### config.mk
export PLATFORM = sky130hd
export DESIGN_NAME = mul_div_unit
export DESIGN_NICKNAME = d
export VERILOG_FILES = /design/src/rtl/mul_div_unit.sv
export SDC_FILE = /design/constraint.sdc
export NUM_CORES = 1
export LEC_CHECK = 0
export ABC_AREA = 1
export BUFFER_PORTS_ARGS = -buffer_cell sky130_fd_sc_hd__buf_2
export CORE_MARGIN = 2
export CORE_UTILIZATION = 54
export DETAILED_ROUTE_END_ITERATION = 16
export PLACE_DENSITY = 0.84
export SETUP_SLACK_MARGIN = 0.05
export SYNTH_ARGS = -nofsm -noshare
export SYNTH_HDL_FRONTEND = slang
export SYNTH_SLANG_ARGS = --single-unit
### constraint.sdc
create_clock -name Clk -period 4.2 [get_ports Clk]
set_input_delay 0.63 -clock Clk [delete_from_list [all_inputs] [get_ports Clk]]
set_output_delay 0.63 -clock Clk [all_outputs]
set_load 0.05 [all_outputs]
### src/rtl/mul_div_unit.sv
// Iterative 32-bit multiply/divide unit (MULT, MULTU, DIV, DIVU) with HI/LO registers.
// One iteration per clock: shift-add multiply or restoring divide, then one sign-fix cycle.
module mul_div_unit #(
    parameter int WIDTH = 32,
    parameter int CNT_W = 6
) (
    input  logic             Clk,
    input  logic             Rst,
    input  logic             Start,
    input  logic [1:0]       Op,
    input  logic [WIDTH-1:0] A,
    input  logic [WIDTH-1:0] B,
    input  logic             HiWrite,
    input  logic             LoWrite,
    input  logic [WIDTH-1:0] WriteData,
    output logic             Busy,
    output logic             Done,
    output logic [WIDTH-1:0] Hi,
    output logic [WIDTH-1:0] Lo
);

    typedef enum logic [1:0] {
        S_IDLE = 2'd0,
        S_RUN  = 2'd1,
        S_FIX  = 2'd2
    } state_e;

    localparam logic [CNT_W-1:0] LAST_ITER = CNT_W'(WIDTH - 1);

    state_e           state;
    logic [CNT_W-1:0] cnt;
    logic             is_div;
    logic             neg_lo;     // negate full product (mult) or quotient (div)
    logic             neg_hi;     // negate remainder (div only)
    logic             div_zero;
    logic [WIDTH-1:0] a_raw;
    logic [WIDTH-1:0] opnd;       // multiplicand or divisor magnitude
    logic [WIDTH-1:0] acc_hi;     // product high half / partial remainder
    logic [WIDTH-1:0] acc_lo;     // multiplier / dividend shifting into quotient

    logic             signed_op;
    logic [WIDTH-1:0] abs_a;
    logic [WIDTH-1:0] abs_b;
    logic [WIDTH:0]   mul_sum;
    logic [WIDTH:0]   div_shift;
    logic [WIDTH:0]   div_diff;
    logic [WIDTH-1:0] div_rem_nxt;
    logic [WIDTH-1:0] div_quo_nxt;
    logic [2*WIDTH-1:0] prod;
    logic [WIDTH-1:0] fix_hi;
    logic [WIDTH-1:0] fix_lo;

    // NOTE: every signal driven here gets a default first, so no path leaves it
    // unassigned and no latch is inferred.
    always_comb begin
        signed_op = ~Op[0];
        abs_a     = (signed_op && A[WIDTH-1]) ? -A : A;
        abs_b     = (signed_op && B[WIDTH-1]) ? -B : B;

        mul_sum   = {1'b0, acc_hi} + (acc_lo[0] ? {1'b0, opnd} : '0);

        // Partial remainder is always below the divisor, so the shifted value fits
        // in WIDTH+1 bits and the top bit of the difference is the borrow.
        div_shift = {acc_hi, acc_lo[WIDTH-1]};
        div_diff  = div_shift - {1'b0, opnd};
        if (!div_diff[WIDTH]) begin
            div_rem_nxt = div_diff[WIDTH-1:0];
            div_quo_nxt = {acc_lo[WIDTH-2:0], 1'b1};
        end else begin
            div_rem_nxt = div_shift[WIDTH-1:0];
            div_quo_nxt = {acc_lo[WIDTH-2:0], 1'b0};
        end

        prod   = {acc_hi, acc_lo};
        fix_hi = acc_hi;
        fix_lo = acc_lo;
        if (!is_div) begin
            if (neg_lo) {fix_hi, fix_lo} = -prod;
        end else if (div_zero) begin
            fix_hi = a_raw;
            fix_lo = '1;
        end else begin
            if (neg_lo) fix_lo = -acc_lo;
            if (neg_hi) fix_hi = -acc_hi;
        end
    end

    // NOTE: all state is updated with non-blocking assignments so every register
    // samples the pre-edge values, independent of statement order.
    always_ff @(posedge Clk) begin
        if (Rst) begin
            state    <= S_IDLE;
            cnt      <= '0;
            is_div   <= 1'b0;
            neg_lo   <= 1'b0;
            neg_hi   <= 1'b0;
            div_zero <= 1'b0;
            a_raw    <= '0;
            opnd     <= '0;
            acc_hi   <= '0;
            acc_lo   <= '0;
            Busy     <= 1'b0;
            Done     <= 1'b0;
            Hi       <= '0;
            Lo       <= '0;
        end else begin
            Done <= 1'b0;
            case (state)
                S_IDLE: begin
                    if (Start) begin
                        is_div   <= Op[1];
                        a_raw    <= A;
                        cnt      <= '0;
                        acc_hi   <= '0;
                        if (Op[1]) begin
                            acc_lo <= abs_a;
                            opnd   <= abs_b;
                        end else begin
                            acc_lo <= abs_b;
                            opnd   <= abs_a;
                        end
                        neg_lo   <= signed_op && (A[WIDTH-1] ^ B[WIDTH-1]);
                        neg_hi   <= signed_op && Op[1] && A[WIDTH-1];
                        div_zero <= Op[1] && (B == '0);
                        Busy     <= 1'b1;
                        state    <= S_RUN;
                    end else begin
                        if (HiWrite) Hi <= WriteData;
                        if (LoWrite) Lo <= WriteData;
                    end
                end
                S_RUN: begin
                    if (is_div) begin
                        acc_hi <= div_rem_nxt;
                        acc_lo <= div_quo_nxt;
                    end else begin
                        acc_hi <= mul_sum[WIDTH:1];
                        acc_lo <= {mul_sum[0], acc_lo[WIDTH-1:1]};
                    end
                    if (cnt == LAST_ITER) state <= S_FIX;
                    else                  cnt   <= cnt + 1'b1;
                end
                S_FIX: begin
                    Hi    <= fix_hi;
                    Lo    <= fix_lo;
                    Done  <= 1'b1;
                    Busy  <= 1'b0;
                    state <= S_IDLE;
                end
                default: begin
                    Busy  <= 1'b0;
                    state <= S_IDLE;
                end
            endcase
        end
    end

endmodule

# == Yosys cells after proc, flatten, opt, wreduce, memory -nomap -nowiden ==
# Index checks and enable logic that the tools add are counted.
# Widths: inputs -> output; s select.
# totals
reg_bits,206
inputBits,103
output_inout_bits,66
wordCells,87
# op_classes
addsub,8
eq_ne,9
n_mux,36
n_bitwise,3
n_reduce_logical,17
# op_table
operator,count
$mux 32,22
$pmux 32 s2,4
$neg 32->32,4
$neg 64->64,1
$add 32x32->33,1
$sub 33x32->33,1
$logic_not 32->1,1
$mux 6,2
$ne 2x2->1 const B,6
$pmux 6 s2,1
$reduce_and 3->1,3
$reduce_and 2->1,4
$add 6x1->6 const B,1
$eq 6x5->1 const B,1
$logic_and 1x1->1,6
$mux 2,2
$pmux 2 s2,1
$reduce_bool 2->1,2
$mux 1,3
$eq 2x1->1 const B,1
$eq 2x2->1 const B,1
$logic_not 2->1,1
$not 1->1,2
$pmux 1 s2,1
$xor 1x1->1,1

# == Depth between registers and ports, before layout ==
# Gate-level depths: netlist (run 1).
# depth
word_depth,6
mapped_depth,21
ltp_nobuf,19

# == Worst setup path after synthesis (run 1) ==
# OpenSTA, ideal clock, no wires.
# synth_path
kind,register to register
startpoint,register acc_lo[0]
endpoint,register acc_hi[27]
t_arrival_ns,2.556
t_required_ns,4.056
slack_ns,1.499
stages_incl_launch_ff,20
synth_period_minus_slack_ns,2.701
path_cell_list,dfxtp_1 buf_2 clkbuf_1 nand2_1 inv_1 ha_1 inv_1 fa_1 o21ai_0 nand2_1 nand2_1 nand2_1 nand2_1 nand3_1 nand3_1 nand2_1 nor2_1 nor2_1 nand2_1 a21oi_1
# synth_via
elab_chain_cells,4
# synth_lines
item,line,source
start: declaration,39,logic [WIDTH-1:0] acc_lo;
start signal: assignment,116,acc_lo <= abs_a;
start signal: assignment,119,acc_lo <= abs_b;
start signal: assignment,135,acc_lo <= div_quo_nxt;
$mux 32,60,"mul_sum = {1'b0, acc_hi} + (acc_lo[0] ? {1'b0, opnd} : '0);"
$add 32x32->33,60,
$mux 32,133,if (is_div) begin
$pmux 32 s2,108,case (state)
end signal: assignment,134,acc_hi <= div_rem_nxt;
end signal: assignment,137,acc_hi <= mul_sum[WIDTH:1];
end: declaration,38,logic [WIDTH-1:0] acc_hi;
# No other way between the ends.
# A chain may end at the register's enable or synchronous reset.

# == Worst setup path after layout (run 1) ==
# layout_path
startpoint,register acc_hi[18]
endpoint,register acc_hi[3]
# layout_via
elab_chain_cells,4
# layout_lines
item,line,source
$sub 33x32->33,65,"div_diff = div_shift - {1'b0, opnd};"
$mux 32,66,if (!div_diff[WIDTH]) begin
$mux 32,133,
$pmux 32 s2,108,
# No other way between the ends.

==> flow_summary.yaml, run 1 <==
detailed_routing:
  drt_wl_total_microns: 81900
  drtPass1Iterations: 7
  drt_first_iter_violations: 3535
  vias_per_cell: 5.97
  remaining_drc_errors: 0
  route.detailed.wl_per_inst_microns: 20.3
  via_count: 24100
  antenna_violating_nets_post_route: 0
cells_and_area:
  end_of_flow_core_utilization_pct: 60.5
  layout-drive-gt1-share_pct: 9.56
  syn_to_final_growth_pct: 10.0
  finish.net_count: 3738
sta:
  timing.final.crit_share_pct: 81.2
  holdWs_ns: 0.352
  worst_slew_pin_slew_ns: 1.03
  final_max_slew_viol_count: 0
  layout_min_cycle_time_ns: 3.41
  post-route-worst-setup-slack_ns: 0.790
  f_max_mhz: 293
  relSlewSlack_pct: 31.0
  setup_violators_final: 0
  final.setup_skew_ns: 0.0309
  final_hold_viol_count: 0
  setup_tns_ns: 0
  unrepaired_setup_endpoints_after_global_routing: "false"
place:
  dp_slack_ns: 0.952
  detailed_place_hpwl_microns: 64300
  numPortBuffers: 168
  place_congestion: 1.11
floorplanning:
  fp.dieW_microns: 194
  die-area_sq_um: 37700
  design.core.area_sq_um: 35600
  initial_utilization_pct: 54.9
  chipHeight_microns: 194
  placement_rows: 69
  num_io_pins: 169
synthesis:
  synthesis.area_sq_um: 19500
  synth_top_family_by_area: "simple AND/OR/NAND/NOR gates"
  synth_compound_gate_area_share_pct: 20.7
  synthesis.instances: 3469
  yosys.area_share.xor_xnor_pct: 3.27
  adder_and_majority_gate_portion_of_the_synthesized_area_pct: 4.62
  synth_seq_cells: 206
  synthesis.nets: 3643
  synth-edff-count: 0
  post_synth_mux_area_share_pct: 0
  yosys.cell_types.count: 50
  synthesis.yosys.warnings: 0
  yosys.area_share.simple_pct: 37.4
  postSynth.asyncResetShare_pct: 0
  post_synth.cell_area_avg_sq_um: 5.63
  postSynth.topFlopCell: "dfxtp_1"
  seq_area_frac_synth_pct: 21.1
global_route:
  track_usage_pct: 41.9
  grt_max_degree: 77
  first_global_vias: 21200
  grt_first_pass_wirelength_microns: 124000
  grt_remaining_overflow: 0
  antenna_violations_before_repair: 3
hold_path:
  hp-start: "B[0]"
  min_path_type: "input pin to flop"
  min_delay_worst_endpoint: "opnd[0]"
  whs_path_depth: 3
clocking:
  postCtsResizedCells: 0
  cts-buffers-inserted: 24
  cts_setup_buffers: 0
  hold_bufs_at_cts: 0
  clockRootBuffer: "clkbuf_16"
  insertion_delay_ns: 0.56
  max-clock-path-buffers: 3
  htreeDepth: 1
  worst_setup_hold_path_clk_slew_ns: 0.07
  tritoncts: "built"
  cts_sinks: 206
critical_path:
  start_kind: "flop"
  rrSetupSlack_ns: 0.79
  timing.rr.end: "acc_hi[3]"
  timing.reg2reg.worst_path_depth: 16
  worst_ep_arrival_time_ns: 3.80
  worst-endpoint-required_ns: 4.59
  critical_path.reg2reg.startpoint: "acc_hi[18]"
  critPathCaptureType: "flop"
  critPathKind: "flop to flop"
  crit_fanout: 26
pwr:
  lkg_pwr_nw: 10.7
  vdd.ir_drop.worst_mv: 0.321
  cellPowerDensity_nw_per_um2: 333
status:
  outcome: "finished clean"
flow_run:
  cap_violations: 0
[layout make-up]
class                           count  area [sq um]
Fill cell                        3659         14100
Multi-Input combinational cell   2610         12900
Sequential cell                   206          4130
Inverter                          508          1910
Timing Repair Buffer              214          1190
Clock buffer                       27           612
Tap cell                          461           577
Clock inverter                     14           180
Antenna cell                        1          2.50
[worst max-delay path, stage by stage, from the launching register on]
cell     delay [ns]
dfxtp_1        0.65
ha_1           0.39
nand2_2        0.14
inv_2          0.03
nand2_1        0.05
nand2_1        0.06
nand2_1        0.06
nand2_1        0.06
a21oi_1        0.31
nand3_2        0.39
nand2_4        0.44
buf_4          0.32
nand2_1        0.08
o21ai_1        0.08
nand2_1        0.07
nand2_1        0.08
a21oi_1        0.06
[sequential cells by signal (all words and copies together) (netlist names)]
signal	count
cnt	6
state	2
a_raw	32
Lo	32
opnd	32
Busy	1
neg_lo	1
acc_lo	32
Hi	32
is_div	1
neg_hi	1
div_zero	1
acc_hi	32
Done	1
[Yosys cell counts (9+ instances only)]
master	instances	area, sq um
dfxtp_1	206	4120
nand2_1	908	3410
xnor2_1	11	96.3
nand4_1	34	213
o22ai_1	28	175
a21oi_2	12	105
nand3_2	23	230
a21oi_1	309	1550
nand2_2	16	100
clkbuf_1	113	424
o21bai_1	12	90.1
buf_1	19	71.3
o21ai_1	10	50.1
inv_1	494	1850
xor2_1	62	543
ha_1	69	863
nand3_1	284	1420
a31oi_1	15	93.8
o211ai_1	27	203
nor3_1	39	195
nand3b_1	13	97.6
a22oi_1	9	67.6
nor2_1	368	1380
or2_2	10	62.6
o21ai_0	288	1440
[per-stage QoR]
stage / power (W) / cell area (sq um) / instances
finish: 0.00716 / 21500 / 4041
global route: 0.00746 / 21500 / 4040
CTS: 0.00704 / 21500 / 4040
detailed placement: 0.00488 / 20700 / 3999
global placement: 0.00488 / 20700 / 3999
floorplan: 0.00411 / 19500 / 3469
[cells by family after synthesis]
| logic type | after synthesis |
|---|---|
| AND/OR/NAND/NOR | 1722 |
| XOR/XNOR | 73 |
| buffers and inverters | 653 |
| AO/OA/AOI/OAI | 744 |
| adder cells (fa/ha/maj) | 71 |
| flip-flops | 206 |
[layout by cell type, fill, tap and decap left out, drive strengths merged, types with 4 or more instances in the layout]
cell | netlist | routed
a21o | 6 | 6
a21oi | 321 | 321
a22oi | 9 | 9
a31oi | 15 | 15
and2 | 4 | 4
and3 | 4 | 4
buf | 32 | 214
clkbuf | 113 | 27
clkinv | 6 | 9
dfxtp | 206 | 206
ha | 69 | 69
inv | 502 | 508
nand2 | 926 | 926
nand3 | 307 | 307
nand3b | 13 | 13
nand4 | 34 | 34
nor2 | 376 | 376
nor3 | 39 | 39
nor4 | 8 | 8
o211ai | 27 | 27
o21a | 6 | 6
o21ai | 301 | 301
o21bai | 12 | 12
o22ai | 28 | 28
o31ai | 7 | 7
or2 | 10 | 10
xnor2 | 11 | 11
xor2 | 62 | 62
[layer usage]
metal  up-vias  routed length, microns  track usage, %
met5         -                      23               0
met4         4                    5140            21.4
met3       244                   11900            10.3
met2      1748                   31700            58.4
met1     10700                   33200            59.3
li1      11400                       -               -
[where the power goes]
group / switching (W) / internal, W
Sequential: 0.000168 / 0.00210
Clock: 0.000932 / 0.00125
Combinational: 0.00197 / 0.000744
[how the worst max path moves through the flow]
stage	startpoint	to	slack (ns)	cells after the start
finish	acc_hi[18]	acc_hi[3]	0.79	16
global route	acc_lo[31]	acc_hi[24]	0.51	19
CTS	acc_lo[31]	acc_hi[3]	0.88	20
detailed placement	acc_lo[31]	acc_hi[3]	0.95	20
global placement	acc_lo[31]	acc_hi[3]	1.03	20
floorplan	acc_lo[0]	acc_hi[27]	1.50	19
Note: power is estimated with default switching activity, not from simulation.
==> run 2, diff against run 1 <==
- PLACE_DENSITY: 0.84 -> 0.87
- clock period: 4.2 -> 3.1 ns (I/O delays scaled with it)
==> run 2 against run 1 <==
Count of clock-buffer cells in the layout increased by 6; cell count up 0.94%; critical endpoint is now acc_hi[24]; global-route usage down 0.12 points; non-clock buffer count grew 36; total power grew 38%; cell area rose by 1.7%; highest routed layer unchanged; clock power rose by 38%; critical path type unchanged; core utilization is 1.0 points higher.
==> flow_summary.yaml, run 2 (synthesized netlist as in run 1, its figures left out) <==
status:
  outcome: "finished clean"
sta:
  final_max_slew_viol_count: 0
  layout_min_cycle_time_ns: 2.88
  timing.final.crit_share_pct: 92.9
  worst_slew_pin_slew_ns: 0.956
  final_hold_viol_count: 0
  unrepaired_setup_endpoints_after_global_routing: "false"
  relSlewSlack_pct: 35.8
  setup_violators_final: 0
  setup_tns_ns: 0
  f_max_mhz: 347
  final.setup_skew_ns: 0.0213
critical_path:
  critPathCaptureType: "flop"
  timing.critical_path.slowest_cell_delay_ns: 0.38
  worst-endpoint-required_ns: 3.50
  worstPathCellList: "buf_4 -> buf_6 -> nand2_1 -> inv_1 -> ha_1 -> a21oi_1 -> o21ai_0 -> a21oi_1 -> nor2_1 -> nor2_1 -> nand2_1 -> nand2_1 -> nand3_1 -> nand3_1 -> a21oi_1"
  start_kind: "flop"
  crit_fanout: 28
  slowest_stage: "a21oi_1"
  critPathKind: "flop to flop"
  worst_ep_arrival_time_ns: 3.28
  timing.reg2reg.worst_path_depth: 15
detailed_routing:
  vias_per_cell: 5.97
  drt_wl_total_microns: 82100
  drtPass1Iterations: 11
  drt_first_iter_violations: 3703
  remaining_drc_errors: 0
  route.detailed.wl_per_inst_microns: 20.1
  antenna_violating_nets_post_route: 0
  via_count: 24300
pwr:
  lkg_pwr_nw: 10.9
  cellPowerDensity_nw_per_um2: 451
  vdd.ir_drop.worst_mv: 0.600
  report.power.total_w: 0.00986
clocking:
  postCtsResizedCells: 0
  max-clock-path-buffers: 3
  cts_setup_buffers: 0
  cts-buffers-inserted: 24
  clockRootBuffer: "clkbuf_16"
  cts_sinks: 206
  worst_setup_hold_path_clk_slew_ns: 0.06
  hold_bufs_at_cts: 0
  tritoncts: "built"
  insertion_delay_ns: 0.56
  htreeDepth: 1
place:
  numPortBuffers: 168
  place_congestion: 1.13
  detailed_place_hpwl_microns: 65000
  placedInstanceArea_sq_um: 21000
floorplanning:
  design.core.area_sq_um: 35600
  initial_utilization_pct: 54.9
  placement_rows: 69
  fp.dieW_microns: 194
  chipHeight_microns: 194
  die-area_sq_um: 37700
  num_io_pins: 169
global_route:
  antenna_violations_before_repair: 1
  grt_remaining_overflow: 0
  grt_max_degree: 116
  grt_first_pass_wirelength_microns: 124000
  track_usage_pct: 41.8
  first_global_vias: 21700
cells_and_area:
  syn_to_final_growth_pct: 11.9
  layout-drive-gt1-share_pct: 10.5
  antenna_cells_inserted: 0
  most_used_cells_in_the_layout_excluding_fill_and_tap_cells: "nand2_1, inv_1, nor2_1"
  finish.net_count: 3774
  post-route-cell-area_sq_um: 21900
  mostFrequentLayoutCell: "nand2_1"
flow_run:
  cap_violations: 0
hold_path:
  whs_path_depth: 3
  min_path_type: "input pin to flop"
[run 2: cell types whose count changed in the layout (fill, tap and decap cells not counted), sizes merged]
cell and delta:
buf +36, clkbuf +6, inv -2, bufinv -1, clkinv -1, clkinvlp +1
diode -1
[run 2: worst max-delay path: cells and delay by family (launching register included)]
| kind | cells | cell delay (ns) |
|---|---|---|
| AOI/OAI and AO/OA | 4 | 0.88 |
| and+or+nand+nor | 7 | 0.70 |
| adders and majority gates | 1 | 0.28 |
| DFF | 1 | 0.33 |
| buffers and inverters | 3 | 0.55 |
[run 2: area by class of cell]
cell class | count | area (sq um)
repair buffers | 250 | 1510
inverters | 508 | 1910
fillers | 3564 | 13700
clock buffers | 33 | 696
well taps | 461 | 577
clock inverters | 11 | 128
flip-flops and latches | 206 | 4130
multi-input cells | 2610 | 12900
[run 2: through the flow]
step / util, % / instances / hold slack (ns) / setup slack (ns)
finish: 61.5 / 4079 / 0.221 / 0.221
global route: 61.5 / 4079 / 0.253 / 0.0653
CTS: 61.4 / 4079 / 0.217 / 0.211
detailed placement: 59.1 / 4035 / 0.467 / 0.208
global placement: 59.1 / 4035 / 0.445 / 0.285
floorplan: - / 3469 / 0.423 / 0.399
[run 2: where the power goes]
group          switching (W)  internal [W]
sequential          0.000207       0.00285
combinational        0.00271       0.00108
clock                0.00126       0.00175
total                0.00418       0.00568
[run 2: final timing paths]
path	startpoint	to	slack, ns
max	acc_lo[0]	acc_hi[24]	0.22
min	WriteData[10]	Lo[10]	0.22
max reg2reg	acc_lo[0]	acc_hi[24]	0.22
min reg2reg	a_raw[18]	a_raw[18]	0.48
[run 2: routing by layer]
layer,wire length [microns],share of wire (%),track usage (%)
met1,32100,39,57.4
met2,32000,39,58.8
met4,5040,6.1,21.0
met3,13000,16,12.6
met5,9,0.011,0
